==> config.mk <==
export PLATFORM = sky130hd
export DESIGN_NAME = pmem_arbiter
export DESIGN_NICKNAME = d
export VERILOG_FILES = /design/src/rtl/pmem_arbiter_pkg.sv /design/src/rtl/pmem_arbiter.sv
export SDC_FILE = /design/constraint.sdc
export NUM_CORES = 1
export LEC_CHECK = 0
export ABC_AREA = 1
export BUFFER_PORTS_ARGS = -buffer_cell sky130_fd_sc_hd__buf_2
export CAP_MARGIN = 20
export CORE_AREA = 4 4 630 632
export DETAILED_ROUTE_END_ITERATION = 8
export DIE_AREA = 0 0 634 636
export SLEW_MARGIN = 30
export SYNTH_ARGS = -nofsm -noshare
export SYNTH_HDL_FRONTEND = slang
export SYNTH_SLANG_ARGS = --single-unit
==> constraint.sdc <==
create_clock -name clk -period 2.1 [get_ports clk]
set_input_delay 0.42 -clock clk [delete_from_list [all_inputs] [get_ports clk]]
set_output_delay 0.42 -clock clk [all_outputs]
set_load 0.1 [all_outputs]
==> src/rtl/pmem_arbiter_pkg.sv <==
// Shared types for the physical-memory arbiter.
//   LINE_W / ADDR_W  : line and address widths of the pmem interface
//   pmem_arb_state_t : arbiter FSM states
//   arb_src_t        : which requester owns the memory port
package pmem_arbiter_pkg;

  localparam int LINE_W = 256;
  localparam int ADDR_W = 32;

  typedef enum logic [1:0] {
    ARB_IDLE,
    ARB_SERVE_I,
    ARB_SERVE_D,
    ARB_DONE
  } pmem_arb_state_t;

  typedef enum logic {
    ARB_I,
    ARB_D
  } arb_src_t;

endpackage

==> src/rtl/pmem_arbiter.sv <==
// pmem_arbiter: shares one 256-bit line memory port between the I-side and
// D-side cache hierarchies. One whole line transaction is granted at a time
// with fixed priority, bounded by an anti-starvation counter.
//
// Ports
//   clk, rst                        clock, synchronous active-high reset
//   pmem_i{read,write,address,wdata} I-side request (held until pmem_iresp)
//   pmem_iresp, pmem_irdata          I-side one-cycle completion + read line
//   pmem_d{read,write,address,wdata} D-side request (held until pmem_dresp)
//   pmem_dresp, pmem_drdata          D-side one-cycle completion + read line
//   pmem_{read,write,address,wdata}  registered request towards memory
//   pmem_resp, pmem_rdata            memory completion + read line
module pmem_arbiter
  import pmem_arbiter_pkg::*;
#(
  parameter logic D_PRIORITY = 1'b1,
  parameter int   MAX_CONSEC = 4
) (
  input  logic              clk,
  input  logic              rst,
  input  logic              pmem_iread,
  input  logic              pmem_iwrite,
  input  logic [ADDR_W-1:0] pmem_iaddress,
  input  logic [LINE_W-1:0] pmem_iwdata,
  output logic              pmem_iresp,
  output logic [LINE_W-1:0] pmem_irdata,
  input  logic              pmem_dread,
  input  logic              pmem_dwrite,
  input  logic [ADDR_W-1:0] pmem_daddress,
  input  logic [LINE_W-1:0] pmem_dwdata,
  output logic              pmem_dresp,
  output logic [LINE_W-1:0] pmem_drdata,
  output logic              pmem_read,
  output logic              pmem_write,
  output logic [ADDR_W-1:0] pmem_address,
  output logic [LINE_W-1:0] pmem_wdata,
  input  logic              pmem_resp,
  input  logic [LINE_W-1:0] pmem_rdata
);

  localparam int               CNT_W   = $clog2(MAX_CONSEC + 1);
  localparam logic [CNT_W-1:0] CNT_MAX = CNT_W'(MAX_CONSEC);

  pmem_arb_state_t   r_state;
  logic [CNT_W-1:0]  r_consec;
  logic              r_read;
  logic              r_write;
  logic [ADDR_W-1:0] r_address;
  logic [LINE_W-1:0] r_wdata;

  logic     w_req_i;
  logic     w_req_d;
  logic     w_req_pri;
  logic     w_req_oth;
  logic     w_grant;
  logic     w_serve_i;
  logic     w_serve_d;
  arb_src_t w_pri_src;
  arb_src_t w_oth_src;
  arb_src_t w_win;

  assign w_req_i   = pmem_iread | pmem_iwrite;
  assign w_req_d   = pmem_dread | pmem_dwrite;
  assign w_pri_src = D_PRIORITY ? ARB_D : ARB_I;
  assign w_oth_src = D_PRIORITY ? ARB_I : ARB_D;
  assign w_req_pri = D_PRIORITY ? w_req_d : w_req_i;
  assign w_req_oth = D_PRIORITY ? w_req_i : w_req_d;
  assign w_grant   = (r_state == ARB_IDLE) && (w_req_i || w_req_d);

  // Priority side wins a tie unless it has already taken MAX_CONSEC grants
  // in a row while the other side was kept waiting.
  always_comb begin
    w_win = w_pri_src;
    if (w_req_pri && w_req_oth) begin
      w_win = (r_consec == CNT_MAX) ? w_oth_src : w_pri_src;
    end else if (w_req_oth) begin
      w_win = w_oth_src;
    end
  end

  // State register and anti-starvation counter
  always_ff @(posedge clk) begin
    if (rst) begin
      r_state  <= ARB_IDLE;
      r_consec <= '0;
    end else begin
      unique case (r_state)
        ARB_IDLE: begin
          if (w_grant) begin
            r_state <= (w_win == ARB_D) ? ARB_SERVE_D : ARB_SERVE_I;
            if (w_win == w_pri_src && w_req_oth) begin
              if (r_consec != CNT_MAX) r_consec <= r_consec + 1'b1;
            end else begin
              r_consec <= '0;
            end
          end
        end
        ARB_SERVE_I, ARB_SERVE_D: begin
          if (pmem_resp) r_state <= ARB_DONE;
        end
        // Dead cycle: lets the requester drop its request before re-arbitration.
        ARB_DONE: r_state <= ARB_IDLE;
        default:  r_state <= ARB_IDLE;
      endcase
    end
  end

  // Memory-side request latch: captured once at grant, held until pmem_resp.
  always_ff @(posedge clk) begin
    if (rst) begin
      r_read    <= 1'b0;
      r_write   <= 1'b0;
      r_address <= '0;
      r_wdata   <= '0;
    end else if (w_grant) begin
      if (w_win == ARB_D) begin
        r_read    <= pmem_dread;
        r_write   <= pmem_dwrite;
        r_address <= pmem_daddress;
        r_wdata   <= pmem_dwdata;
      end else begin
        r_read    <= pmem_iread;
        r_write   <= pmem_iwrite;
        r_address <= pmem_iaddress;
        r_wdata   <= pmem_iwdata;
      end
    end else if ((r_state == ARB_SERVE_I || r_state == ARB_SERVE_D) && pmem_resp) begin
      r_read  <= 1'b0;
      r_write <= 1'b0;
    end
  end

  assign pmem_read    = r_read;
  assign pmem_write   = r_write;
  assign pmem_address = r_address;
  assign pmem_wdata   = r_wdata;

  // Completion demux: memory resp is forwarded only to the side being served;
  // a resp seen in IDLE/DONE is dropped.
  assign w_serve_i   = (r_state == ARB_SERVE_I);
  assign w_serve_d   = (r_state == ARB_SERVE_D);
  assign pmem_iresp  = w_serve_i & pmem_resp;
  assign pmem_dresp  = w_serve_d & pmem_resp;
  assign pmem_irdata = w_serve_i ? pmem_rdata : '0;
  assign pmem_drdata = w_serve_d ? pmem_rdata : '0;

endmodule

==> results.tsv <==
metric	value	unit
IR Drop Worst-Case VDD	1.15	mV
FMAX	380	MHz
first-pass GRT wire length	402	mm
layout cell share with drive strength beyond 1	0.509	
Final Core Density	0.126	
Clock Tree Buf Depth	3	
simple-gate share of the synthesized area	0.389	
Port Buffers	1642	
unique cell type count in the Yosys netlist	25	
critical path arrival	2.21	ns
gpl congestion	1.00	
H-tree depth	2	
Detailed Place HPWL	318	mm
CP startpoint kind	flop	
initial DRC count	2278	
Post-Synth XOR/XNOR Area	0.000456	
CTS buffer count	42	
final wirelength	345	mm
Ys Warns	0	
vias in the first global route	27500	
M3 GR Usage	0.0822	
final instance area	49500	um2
worst slew pin tran	0.844	ns
maxcap violations	0	
mux contribution to synthesized area	0	
Synth area leaders	dfxtp_1 31%, nand2_1 22%, nor2_1 17%	
gr ovfl total	0	
GRT busiest layer	met2	
CP Class	flop to output port	
IO Count	1643	
worst skew pair latency	0.65	ns
fill count	45300	
non-filler cells, final	10800	
Tcrit/Tclk final	1.25	
min Tclk post-route	2.63	ns
Slew Viols, Final	0	
status	complete, but fails checks	
Die X-Extent	634	um
PwrDens	1960	nW/um2
Die ar.	403000	um2
pin count of the biggest net entering global routing	111	
syn avg cell area	5.32	um2
skew final	0.0617	ns
initial antenna violation count	324	
top cell type's share of synthesized area	0.307	
Top FF cell, synth	dfxtp_1	
Max Fanout on Critical Path	20	
post-placement cell count	10400	
Synth Area in Adders	0.00326	
cell area after placement	44300	um2
Pre-Repair DR Iteration Count	5	
Pleak	21.2	nW
EDFF count, synth	0	
Clk pin slew, worst setup/hold paths	0.06	ns
CTS tree	done	
fin nets	6139	
Final Hold Vio Count	0	
vias post-DR	30200	
Slew headroom	0.441	
count of final setup violators	514	
sequential share of the synthesized area	0.307	
Routed WL per cell	32.1	um
RSZ-0062 raised after global routing	yes	
total track usage	0.163	
largest family of logic cells by synthesized area	simple AND/OR/NAND/NOR gates	
core area	391000	um2
final worst slack	-0.535	ns
Mapped Area	19200	um2
Seq cells post-synth	295	
Die Y	636	um
Yosys top cell by area	dfxtp_1	
initial core utilization	0.0491	
met2 Use GR	0.301	
Clock Tree Root	clkbuf_16	
via density per instance	2.81	
violated checks	setup timing	
setup_tns	-193.87	ns
asr flop ratio synth	0	
Setup crit end kind	output port	
Mapped Nets	4459	
Placement Setup Slack	-0.0250	ns
met1 Usage GRT	0.157	
Remaining DRCs	0	
clk sinks	295	
row cnt	230	
Routed Antenna Nets	0	
Worst Hold Class	primary input to flop	
CP required	1.68	ns
complex-gate fraction of the synthesized area	0.0781	
Area Growth Syn to Fin	158	%
Gate Count Post-Synth	3615	
[Yosys cell counts (4+ instances only)]
| library cell | count |
|---|---|
| clkbuf_1 | 112 |
| buf_6 | 30 |
| o21ai_0 | 258 |
| dfxtp_1 | 295 |
| buf_2 | 40 |
| nand3_1 | 4 |
| ha_1 | 5 |
| a21oi_1 | 6 |
| nor2_1 | 870 |
| buf_4 | 31 |
| o21ai_1 | 31 |
| nand2_1 | 1107 |
| inv_1 | 810 |
[cell families (layout without fill, tap and decap cells)]
group | after synthesis | count (layout)
DFF | 295 | 295
AOI/OAI and AO/OA | 298 | 298
buffers and inverters | 1030 | 2742
other | 0 | 203
and+or+nand+nor | 1986 | 1986
adders and majority gates | 5 | 5
xor gates and xnor gates | 1 | 1
[power breakdown]
group / switching (W) / internal, W
combinational: 0.0595 / 0.0203
sequential: 0.00121 / 0.00801
clock: 0.00331 / 0.00454
total: 0.0641 / 0.0328
[critical path, cell delays in order (launching register included)]
cell        delay, ns
dfxtp_4          0.37
inv_4            0.04
ha_4             0.17
buf_12           0.15
buf_12           0.14
buf_16           0.14
nand2_1          0.19
clkinvlp_4       0.11
buf_12           0.17
[metrics by stage]
step	power, W	hold slack (ns)
2_1_floorplan	0.0556	0.455
3_3_place_gp	0.0850	0.470
3_5_place_dp	0.0849	0.483
4_1_cts	0.0970	0.00107
5_1_grt	0.101	0.0533
6_report	0.0969	0.0713
[final cells by class]
cell class / count / area [um2] / area share
inverter: 814 / 4850 / 0.0979
timing repair buffer: 1852 / 19400 / 0.392
multi-input combinational: 2290 / 10800 / 0.219
tap: 5220 / 6530 / 0.132
clock buffer: 53 / 1180 / 0.0239
clock inverter: 23 / 294 / 0.00594
sequential: 295 / 5910 / 0.119
antenna: 203 / 508 / 0.0103
[flip-flops by register name (all words and copies together) (netlist names)]
signal and count:
pmem_wdata 256, pmem_read 1, pmem_address 32, r_consec 3, pmem_write 1, r_state 2
[path summary, 6_finish.rpt]
kind	start	endpoint	slack, ns	depth (start not counted)
worst min register to register	r_consec[2]$_SDFFE_PP0P_	r_consec[2]$_SDFFE_PP0P_	0.50	2
worst max-delay path	r_state[0]$_SDFFE_PP0P_	pmem_drdata[46]	-0.53	8
worst max register to register	r_state[1]$_SDFFE_PP0P_	pmem_wdata[63]$_SDFFE_PP0P_	0.06	10
worst min-delay path	pmem_iwdata[16]	pmem_wdata[16]$_SDFFE_PP0P_	0.07	5
[what timing repair did]
action                     CTS  global route
hold buffers                 9             0
buffers inserted            28             9
resized for setup          344           275
pin swaps                   32            51
setup endpoints to repair  514           516
hold endpoints to repair     9             0
cloned                      21             9
[cells in the final DEF (no fill, tap or decap), types with 2 or more instances in the layout]
master         instances
nand2_1              806
nor2_1               870
dlygate4sd3_1          9
dfxtp_1              293
ha_1                   3
o211ai_1               2
buf_6                  8
buf_8                  6
inv_4                 13
clkinv_8               2
bufinv_16              4
a21oi_1                6
ha_4                   2
buf_4                206
inv_1                327
nand3_1                4
inv_2                 11
nand2_4              164
clkinv_4               3
inv_6                  3
clkbuf_1               3
buf_12               577
buf_2               1009
nand2_2              126
o21ai_0              258
inv_8                  5
clkinv_2               2
clkinvlp_4           466
clkbuf_8               7
nand4_1                2
buf_16                28
clkbuf_16             52
o21ai_1               31
diode_2              203
nand2_8               13
[routing by layer]
metal	share of wire	wire, um
met5	0.0018	635
met4	0.039	13600
met2	0.51	178000
met3	0.13	44200
met1	0.32	109000
No activity file was read; power rests on OpenSTA's default activity.
